[src/rtl/matrix_stream_generator.sv]
// matrix_stream_generator
// Streams one DIM x DIM matrix out of a built-in ROM over a valid/ready
// handshake, either row by row (A operand) or column by column (B operand).
// The ROM is a ramp: word i holds i truncated to DATA_W bits. Matrix m
// occupies words m*DIM*DIM .. m*DIM*DIM+DIM*DIM-1, and element (row, col)
// of a matrix sits at offset row*DIM+col.
module matrix_stream_generator #(
  parameter int DATA_W  = 8,
  parameter int DIM     = 4,
  parameter int NUM_MAT = 6
) (
  input  logic                                             i_clk,
  input  logic                                             i_rst,
  input  logic                                             i_data_request,
  input  logic [((NUM_MAT > 1) ? $clog2(NUM_MAT) : 1)-1:0] i_mat_sel,
  input  logic                                             i_col_major,
  output logic signed [DATA_W-1:0]                         o_dout,
  output logic                                             o_dout_valid,
  input  logic                                             i_dout_ready,
  output logic                                             o_dout_last,
  output logic                                             o_busy,
  output logic                                             o_done,
  output logic                                             o_err
);

  localparam int SEL_W  = (NUM_MAT > 1) ? $clog2(NUM_MAT) : 1;
  localparam int CNT_W  = (DIM > 1) ? $clog2(DIM) : 1;
  localparam int ADDR_W = (NUM_MAT * DIM * DIM > 1) ? $clog2(NUM_MAT * DIM * DIM) : 1;

  localparam logic [CNT_W-1:0]  CNT_MAX   = CNT_W'(DIM - 1);
  localparam logic [CNT_W-1:0]  CNT_ONE   = CNT_W'(1);
  localparam logic [SEL_W:0]    SEL_LIMIT = (SEL_W + 1)'(NUM_MAT);
  localparam logic [ADDR_W-1:0] MAT_SIZE  = ADDR_W'(DIM * DIM);
  localparam logic [ADDR_W-1:0] DIM_A     = ADDR_W'(DIM);
  localparam logic              ONE_ELEM  = (DIM == 1);

  localparam logic [1:0] S_IDLE   = 2'd0;
  localparam logic [1:0] S_STREAM = 2'd1;
  localparam logic [1:0] S_DONE   = 2'd2;

  logic [1:0]        r_state;
  logic [SEL_W-1:0]  r_sel;
  logic              r_col_major;
  logic [CNT_W-1:0]  r_row;
  logic [CNT_W-1:0]  r_col;
  logic [DATA_W-1:0] r_dout;
  logic              r_valid;
  logic              r_last;
  logic              r_busy;
  logic              r_done;
  logic              r_err;

  logic              w_sel_ok;
  logic              w_xfer;
  logic [CNT_W-1:0]  w_row_next;
  logic [CNT_W-1:0]  w_col_next;
  logic              w_last_next;
  logic [ADDR_W-1:0] w_addr;
  logic [DATA_W-1:0] w_rom_data;

  // ROM contents: each word holds its own address.
  function automatic logic [DATA_W-1:0] romWord(input logic [ADDR_W-1:0] addr);
    return DATA_W'(addr);
  endfunction

  assign w_sel_ok    = ({1'b0, i_mat_sel} < SEL_LIMIT);
  assign w_xfer      = r_valid && i_dout_ready;
  assign w_last_next = (w_row_next == CNT_MAX) && (w_col_next == CNT_MAX);
  assign w_rom_data  = romWord(w_addr);

  // Advance the element position: column index fastest in row-major order,
  // row index fastest in column-major order (walking down one column).
  always_comb begin
    w_row_next = r_row;
    w_col_next = r_col;
    if (r_col_major) begin
      if (r_row == CNT_MAX) begin
        w_row_next = '0;
        w_col_next = r_col + CNT_ONE;
      end else begin
        w_row_next = r_row + CNT_ONE;
      end
    end else begin
      if (r_col == CNT_MAX) begin
        w_col_next = '0;
        w_row_next = r_row + CNT_ONE;
      end else begin
        w_col_next = r_col + CNT_ONE;
      end
    end
  end

  // ROM address: element 0 of the requested matrix while idle, otherwise the
  // element that follows the one currently on the output.
  always_comb begin
    w_addr = '0;
    if (r_state == S_IDLE) begin
      w_addr = ADDR_W'(i_mat_sel) * MAT_SIZE;
    end else begin
      w_addr = ADDR_W'(r_sel) * MAT_SIZE + ADDR_W'(w_row_next) * DIM_A + ADDR_W'(w_col_next);
    end
  end

  // Request acceptance, registered ROM read, handshake and completion control.
  always_ff @(posedge i_clk or posedge i_rst) begin
    if (i_rst) begin
      r_state     <= S_IDLE;
      r_sel       <= '0;
      r_col_major <= 1'b0;
      r_row       <= '0;
      r_col       <= '0;
      r_dout      <= '0;
      r_valid     <= 1'b0;
      r_last      <= 1'b0;
      r_busy      <= 1'b0;
      r_done      <= 1'b0;
      r_err       <= 1'b0;
    end else begin
      r_done <= 1'b0;
      r_err  <= 1'b0;
      case (r_state)
        S_IDLE: begin
          if (i_data_request) begin
            if (w_sel_ok) begin
              r_state     <= S_STREAM;
              r_sel       <= i_mat_sel;
              r_col_major <= i_col_major;
              r_row       <= '0;
              r_col       <= '0;
              r_dout      <= w_rom_data;
              r_valid     <= 1'b1;
              r_last      <= ONE_ELEM;
              r_busy      <= 1'b1;
            end else begin
              r_err <= 1'b1;
            end
          end
        end
        S_STREAM: begin
          if (w_xfer) begin
            if (r_last) begin
              r_state <= S_DONE;
              r_valid <= 1'b0;
              r_last  <= 1'b0;
              r_busy  <= 1'b0;
              r_done  <= 1'b1;
              r_row   <= '0;
              r_col   <= '0;
            end else begin
              r_row  <= w_row_next;
              r_col  <= w_col_next;
              r_dout <= w_rom_data;
              r_last <= w_last_next;
            end
          end
        end
        S_DONE: begin
          r_state <= S_IDLE;
        end
        default: begin
          r_state     <= S_IDLE;
          r_sel       <= '0;
          r_col_major <= 1'b0;
          r_row       <= '0;
          r_col       <= '0;
          r_dout      <= '0;
          r_valid     <= 1'b0;
          r_last      <= 1'b0;
          r_busy      <= 1'b0;
          r_done      <= 1'b0;
          r_err       <= 1'b0;
        end
      endcase
    end
  end

  assign o_dout       = r_dout;
  assign o_dout_valid = r_valid;
  assign o_dout_last  = r_last;
  assign o_busy       = r_busy;
  assign o_done       = r_done;
  assign o_err        = r_err;

endmodule
[config.mk]
export PLATFORM = sky130hd
export DESIGN_NAME = matrix_stream_generator
export DESIGN_NICKNAME = d
export VERILOG_FILES = /design/src/rtl/matrix_stream_generator.sv
export SDC_FILE = /design/constraint.sdc
export NUM_CORES = 1
export LEC_CHECK = 0
export BUFFER_PORTS_ARGS = -buffer_cell sky130_fd_sc_hd__buf_2
export CORE_ASPECT_RATIO = 1.2
export CORE_MARGIN = 2
export CORE_UTILIZATION = 30
export CTS_BUF_LIST = sky130_fd_sc_hd__clkbuf_16
export DETAILED_ROUTE_END_ITERATION = 10
export HOLD_SLACK_MARGIN = 0.06
export SLEW_MARGIN = 20
export SYNTH_ARGS = -nofsm -noshare
export SYNTH_HDL_FRONTEND = slang
export SYNTH_SLANG_ARGS = --single-unit
[constraint.sdc]
create_clock -name i_clk -period 2.8 [get_ports i_clk]
set_input_delay 0.42 -clock i_clk [delete_from_list [all_inputs] [get_ports i_clk]]
set_output_delay 0.42 -clock i_clk [all_outputs]
set_load 0.01 [all_outputs]
Word level (Yosys, flattened, before mapping):

Index checks and enable logic that the tools add are counted.
Widths: inputs -> output; s select.

* $add $sub $neg: 4
* reduce and logical (&&, ||, !) cells: 9
* equal/unequal tests: 11
* $lt $le $gt $ge: 1
* muxes and demuxes: 47
* bitwise logic cells: 2

Operators by type and width (number)
* $mux 2: 16
* $mux 8: 4
* $pmux 8 s3: 1
* $mux 1: 16
* $pmux 2 s3: 2
* $eq 2x2->1 const B: 5
* $ne 2x2->1 const B: 5
* $reduce_and 5->1: 2
* $reduce_and 4->1: 2
* $add 7x2->7: 1
* $add 7x4->7: 1
* $mux 7: 1
* $mux 3: 2
* $pmux 1 s3: 2
* $pmux 3 s2: 1
* $add 2x1->2 const B: 2
* $pmux 2 s2: 1
* $lt 3x3->1 const B: 1
* $reduce_and 3->1: 1
* $eq 2x1->1 const B: 1
* $logic_and 1x1->1: 2
* $logic_not 2->1: 1
* $not 1->1: 2
* $pmux 1 s2: 1
* $reduce_or 2->1: 1

* bits of input ports: 8
* bits in registers: 22
* logic and storage cells: 84
* output and inout bits: 13

Logic depth before layout (Yosys ltp):

* depth in word-level cells: 9
* mapped depth: 7
* gate-level depth less buffers: 6

Worst setup path after synthesis:

OpenSTA, ideal clock, no wires.

* kind: register to register
* start: register r_state[0]
* end: register r_dout[1], in the netlist o_dout[1]
* period minus slack after synthesis: 1.760 ns
* cell stages (with the launch flop): 6
* setup time: 0.125 ns
* required time: 2.675 ns
* path slack: 1.040 ns
* buffers on the path: 0
* arrival: 1.635 ns
* cells stage by stage: dfrtp_1 > inv_1 > ha_1 > and3_4 > a2111oi_4 > mux2_4

* longest elaborated chain between the ends: 5
* elaborated cells on any way between the ends: 15
* those cells by class: 6 x eq/ne; 6 x mux; 1 x bitwise; 2 x reduce/logical

Ends and longest elaborated chain
* start, declared: RTL line 41 `logic [1:0] r_state;`
* start signal, assigned: RTL line 107 `r_state <= S_IDLE;`
* start signal, assigned: RTL line 125 `r_state <= S_STREAM;`
* start signal, assigned: RTL line 142 `r_state <= S_DONE;`
* $logic_not 2->1: RTL line 97, 121
* $mux 7: RTL line 97 `if (r_state == S_IDLE) begin`
* $mux 8 (on tied branches): RTL line 141, 124
* $mux 8 (on tied branches): RTL line 140, 123
* $pmux 8 s3: RTL line 121 `case (r_state)`
* end signal, assigned: RTL line 130 `r_dout <= w_rom_data;`
* end signal, assigned: RTL line 152 `r_dout <= w_rom_data;`
* end, declared: RTL line 46 `logic [DATA_W-1:0] r_dout;`

Parallel ways exist; a longest one is shown, timed or not. The select of a mux whose other input is x is not followed.
A chain may end at the register's enable or synchronous reset.

Worst setup path after layout:

Same ends and word-level chain as after synthesis.

==> out/metrics.yaml <==
run_status:
  status: "completed"
pwr:
  pwr-share-comb_pct: 46.3
  switchingPower_w: 0.000579
  total_power_w: 0.00143
  ir_worst_vdd_uv: 453
  seqPwrFrac_pct: 33.5
  clockPowerShare_pct: 20.2
  internal_power_w: 0.000853
  p_leak_nw: 0.647
  p_per_area_nw_per_um2: 1040
  swShare_pct: 40.4
place:
  dpl.hpwl_mm: 1.82
  post-place-ws_ps: 720
  place_congestion: 0.809
  io_buffers: 19
grt:
  grt_pass1_vias: 897
  grt_usage_pct: 11.6
  antenna_found_initial: 0
  grt-ovfl-total: 0
  grt_pass1_wl_mm: 3.96
  grt_max_degree: 22
detailed_routing:
  wl_mm: 2.36
  vias: 909
  firstDrtPassIters: 4
  drtIter0Drc: 11
  wl_per_cell_um: 12.8
  ant_nets: 0
  vias_per_cell: 4.91
  drc: 0
clock_network:
  numCtsBuffers: 3
  postCtsHoldBufs: 0
  cts_buffer_depth: 2
  post_cts_resized: 0
  cts_tree: "built"
  htreeDepth: 1
  clk_pin_slew_ps: 50
  cts.root.buffer_cell: "clkbuf_16"
  clkLatencyLatePin_ps: 250
  cts_setup_buffers: 0
  clock-sinks: 21
finish:
  final_cell_mix: "21 x dfrtp_1, 19 x buf_2, 10 x inv_1"
  layout_commonest_cell: "dfrtp_1"
  n_antenna_cell: 0
  fin_nets: 147
  syn_to_final_growth_pct: 18.4
  drive_gt1_share_pct: 22.6
timing:
  slew_viol_final: 0
  whs_ps: 329
  fin_crit_sh_pct: 74.8
  relSlewSlack_pct: 45.4
  worstMarginPinSlew_ps: 819
  final_hold_viol_count: 0
  period_minus_slack_ps: 2100
  fin_tns_setup_ps: 0
  max_freq_mhz: 477
  worst_slack_ps: 705
  finalSetupViolCount: 0
  grt_setup_unrepaired: "no"
  clock_skew_ps: 2.17
die:
  io_pins: 21
  std_cell_rows: 24
  die_height_um: 72.1
  initial_core_util_pct: 31.6
  die_area_um2: 4380
  core_um2: 3660
  die_w_um: 60.7
setup_path:
  crit_arrival_ps: 2230
  path_depth: 5
  crit_path_start_kind: "flop"
  r2r_slack_ps: 700
  rr_startpoint: "r_state[0]$_DFFE_PP0P_"
  cp_top_family: "compound AO/OA/AOI/OAI gates"
  cp.required_ps: 2930
  path_cells: "inv_1 -> ha_1 -> and3_4 -> a2111oi_4 -> mux2_4"
  cp_slowest_cell: "a2111oi_4"
  criticalPathCategory: "flop to flop"
  cp-startpoint: "r_state[0]$_DFFE_PP0P_"
  slowest_delay_ps: 610
  rr_endpoint: "o_dout[1]$_DFFE_PP0P_"
  critical_path.max_fanout: 12
  worstRegToRegCells: 5
  crit_buf_inv: 1
  endpoint: "o_dout[1]$_DFFE_PP0P_"
  endpoint_kind: "flop"
synthesis:
  seq_area_frac_synth_pct: 45.4
  synth_seq_cells: 21
  synth_edf_count: 0
  synth_nets: 128
  synthArstFlopShare_pct: 100
  synth_area_um2: 1160
  synth_top_area_cell: "dfrtp_1"
  netlist_instances: 115
  synth_area_leaders: "dfrtp_1 45%, ha_1 5.4%, a21oi_1 3.5%"
  synth.top_cell.area_share_pct: 45.4
  ys.flop_type: "dfrtp_1"
  yosys_warnings: 0
  postSynthAreaPerCell_um2: 10.1
  ys_types: 38
run:
  cap_violations: 0
worst_hold_path:
  hp-class: "primary input to async pin"
-- area by class of cell --
class                      instances  area [µm²]
fill                             398        2290
multi-input combinational         78         566
sequential                        21         526
timing repair buffer              19        95.1
clock buffer                       3        75.1
tap                               52        65.1
inverter                          11        41.3
clock inverter                     1        3.75
-- state kept, by name (all words and copies together), names as in the netlist --
name	flops
o_dout_last	1
o_err	1
r_col	2
o_busy	1
r_sel	3
r_row	2
r_state	2
o_dout	7
o_done	1
r_col_major	1
-- power by group through the flow --
stage	combinational, W	clock (W)	sequential (W)
floorplan	0.000498	0	0.000487
global placement	0.000648	0	0.000480
detailed placement	0.000662	0	0.000486
CTS	0.000667	0.000295	0.000481
global route	0.000738	0.000309	0.000496
finish	0.000663	0.000289	0.000480
-- metrics by stage --
step                util (%)  instances  area, µm²
floorplan                  -        115       1160
global placement        35.3        181       1290
detailed placement      35.3        181       1290
CTS                     37.4        185       1370
global route            37.4        185       1370
finish                  37.4        185       1370
-- cells in the mapped netlist, types with 3 or more instances --
master and count:
a22o_1 4, clkbuf_1 3, ha_1 5, nor3_1 3
a22oi_1 4, nand2_1 8, o22ai_1 4, o31ai_1 5
a21oi_1 8, dfrtp_1 21, o21ai_1 3, nor2_1 6
inv_1 9
-- how the worst min path moves through the flow --
stage                               start                     to  slack, ps  depth (start not counted)
global placement     r_col[1]$_DFFE_PP0P_   r_col[1]$_DFFE_PP0P_        510                          2
global route                        i_rst  o_dout[3]$_DFFE_PP0P_        410                          2
detailed placement  o_dout[5]$_DFFE_PP0P_  o_dout[5]$_DFFE_PP0P_        520                          2
floorplan                           i_rst     o_busy$_DFFE_PP0P_        400                          1
CTS                                 i_rst  o_dout[4]$_DFFE_PP0P_        350                          2
finish                              i_rst  o_dout[4]$_DFFE_PP0P_        330                          2
-- logic make-up (layout without fill, tap and decap cells) --
family | count (synthesis) | after routing | share of synthesized area (%)
multiplexers | 3 | 3 | 3.02
adder cells (fa/ha/maj) | 5 | 5 | 5.40
flip-flops | 21 | 21 | 45.4
other | 1 | 1 | 0.324
AND/OR/NAND/NOR | 30 | 30 | 15.1
AO/OA/AOI/OAI | 39 | 39 | 24.9
buffers and inverters | 16 | 34 | 5.83
-- worst register-to-register path: stages (launching register included) --
cell       delay [ps]
dfrtp_1           360
inv_1              70
ha_1              340
and3_4            240
a2111oi_4         610
mux2_4            350
-- per-layer routing --
layer | vias up | global-route usage (%) | part of all wire (%)
met1 | 442 | 15.1 | 45
met3 | 2 | 1.78 | 2.5
li1 | 454 | - | -
met5 | - | 0 | 0
met2 | 11 | 19.4 | 51
met4 | 0 | 3.62 | 0.93
Note: power is estimated with default switching activity, not from simulation.
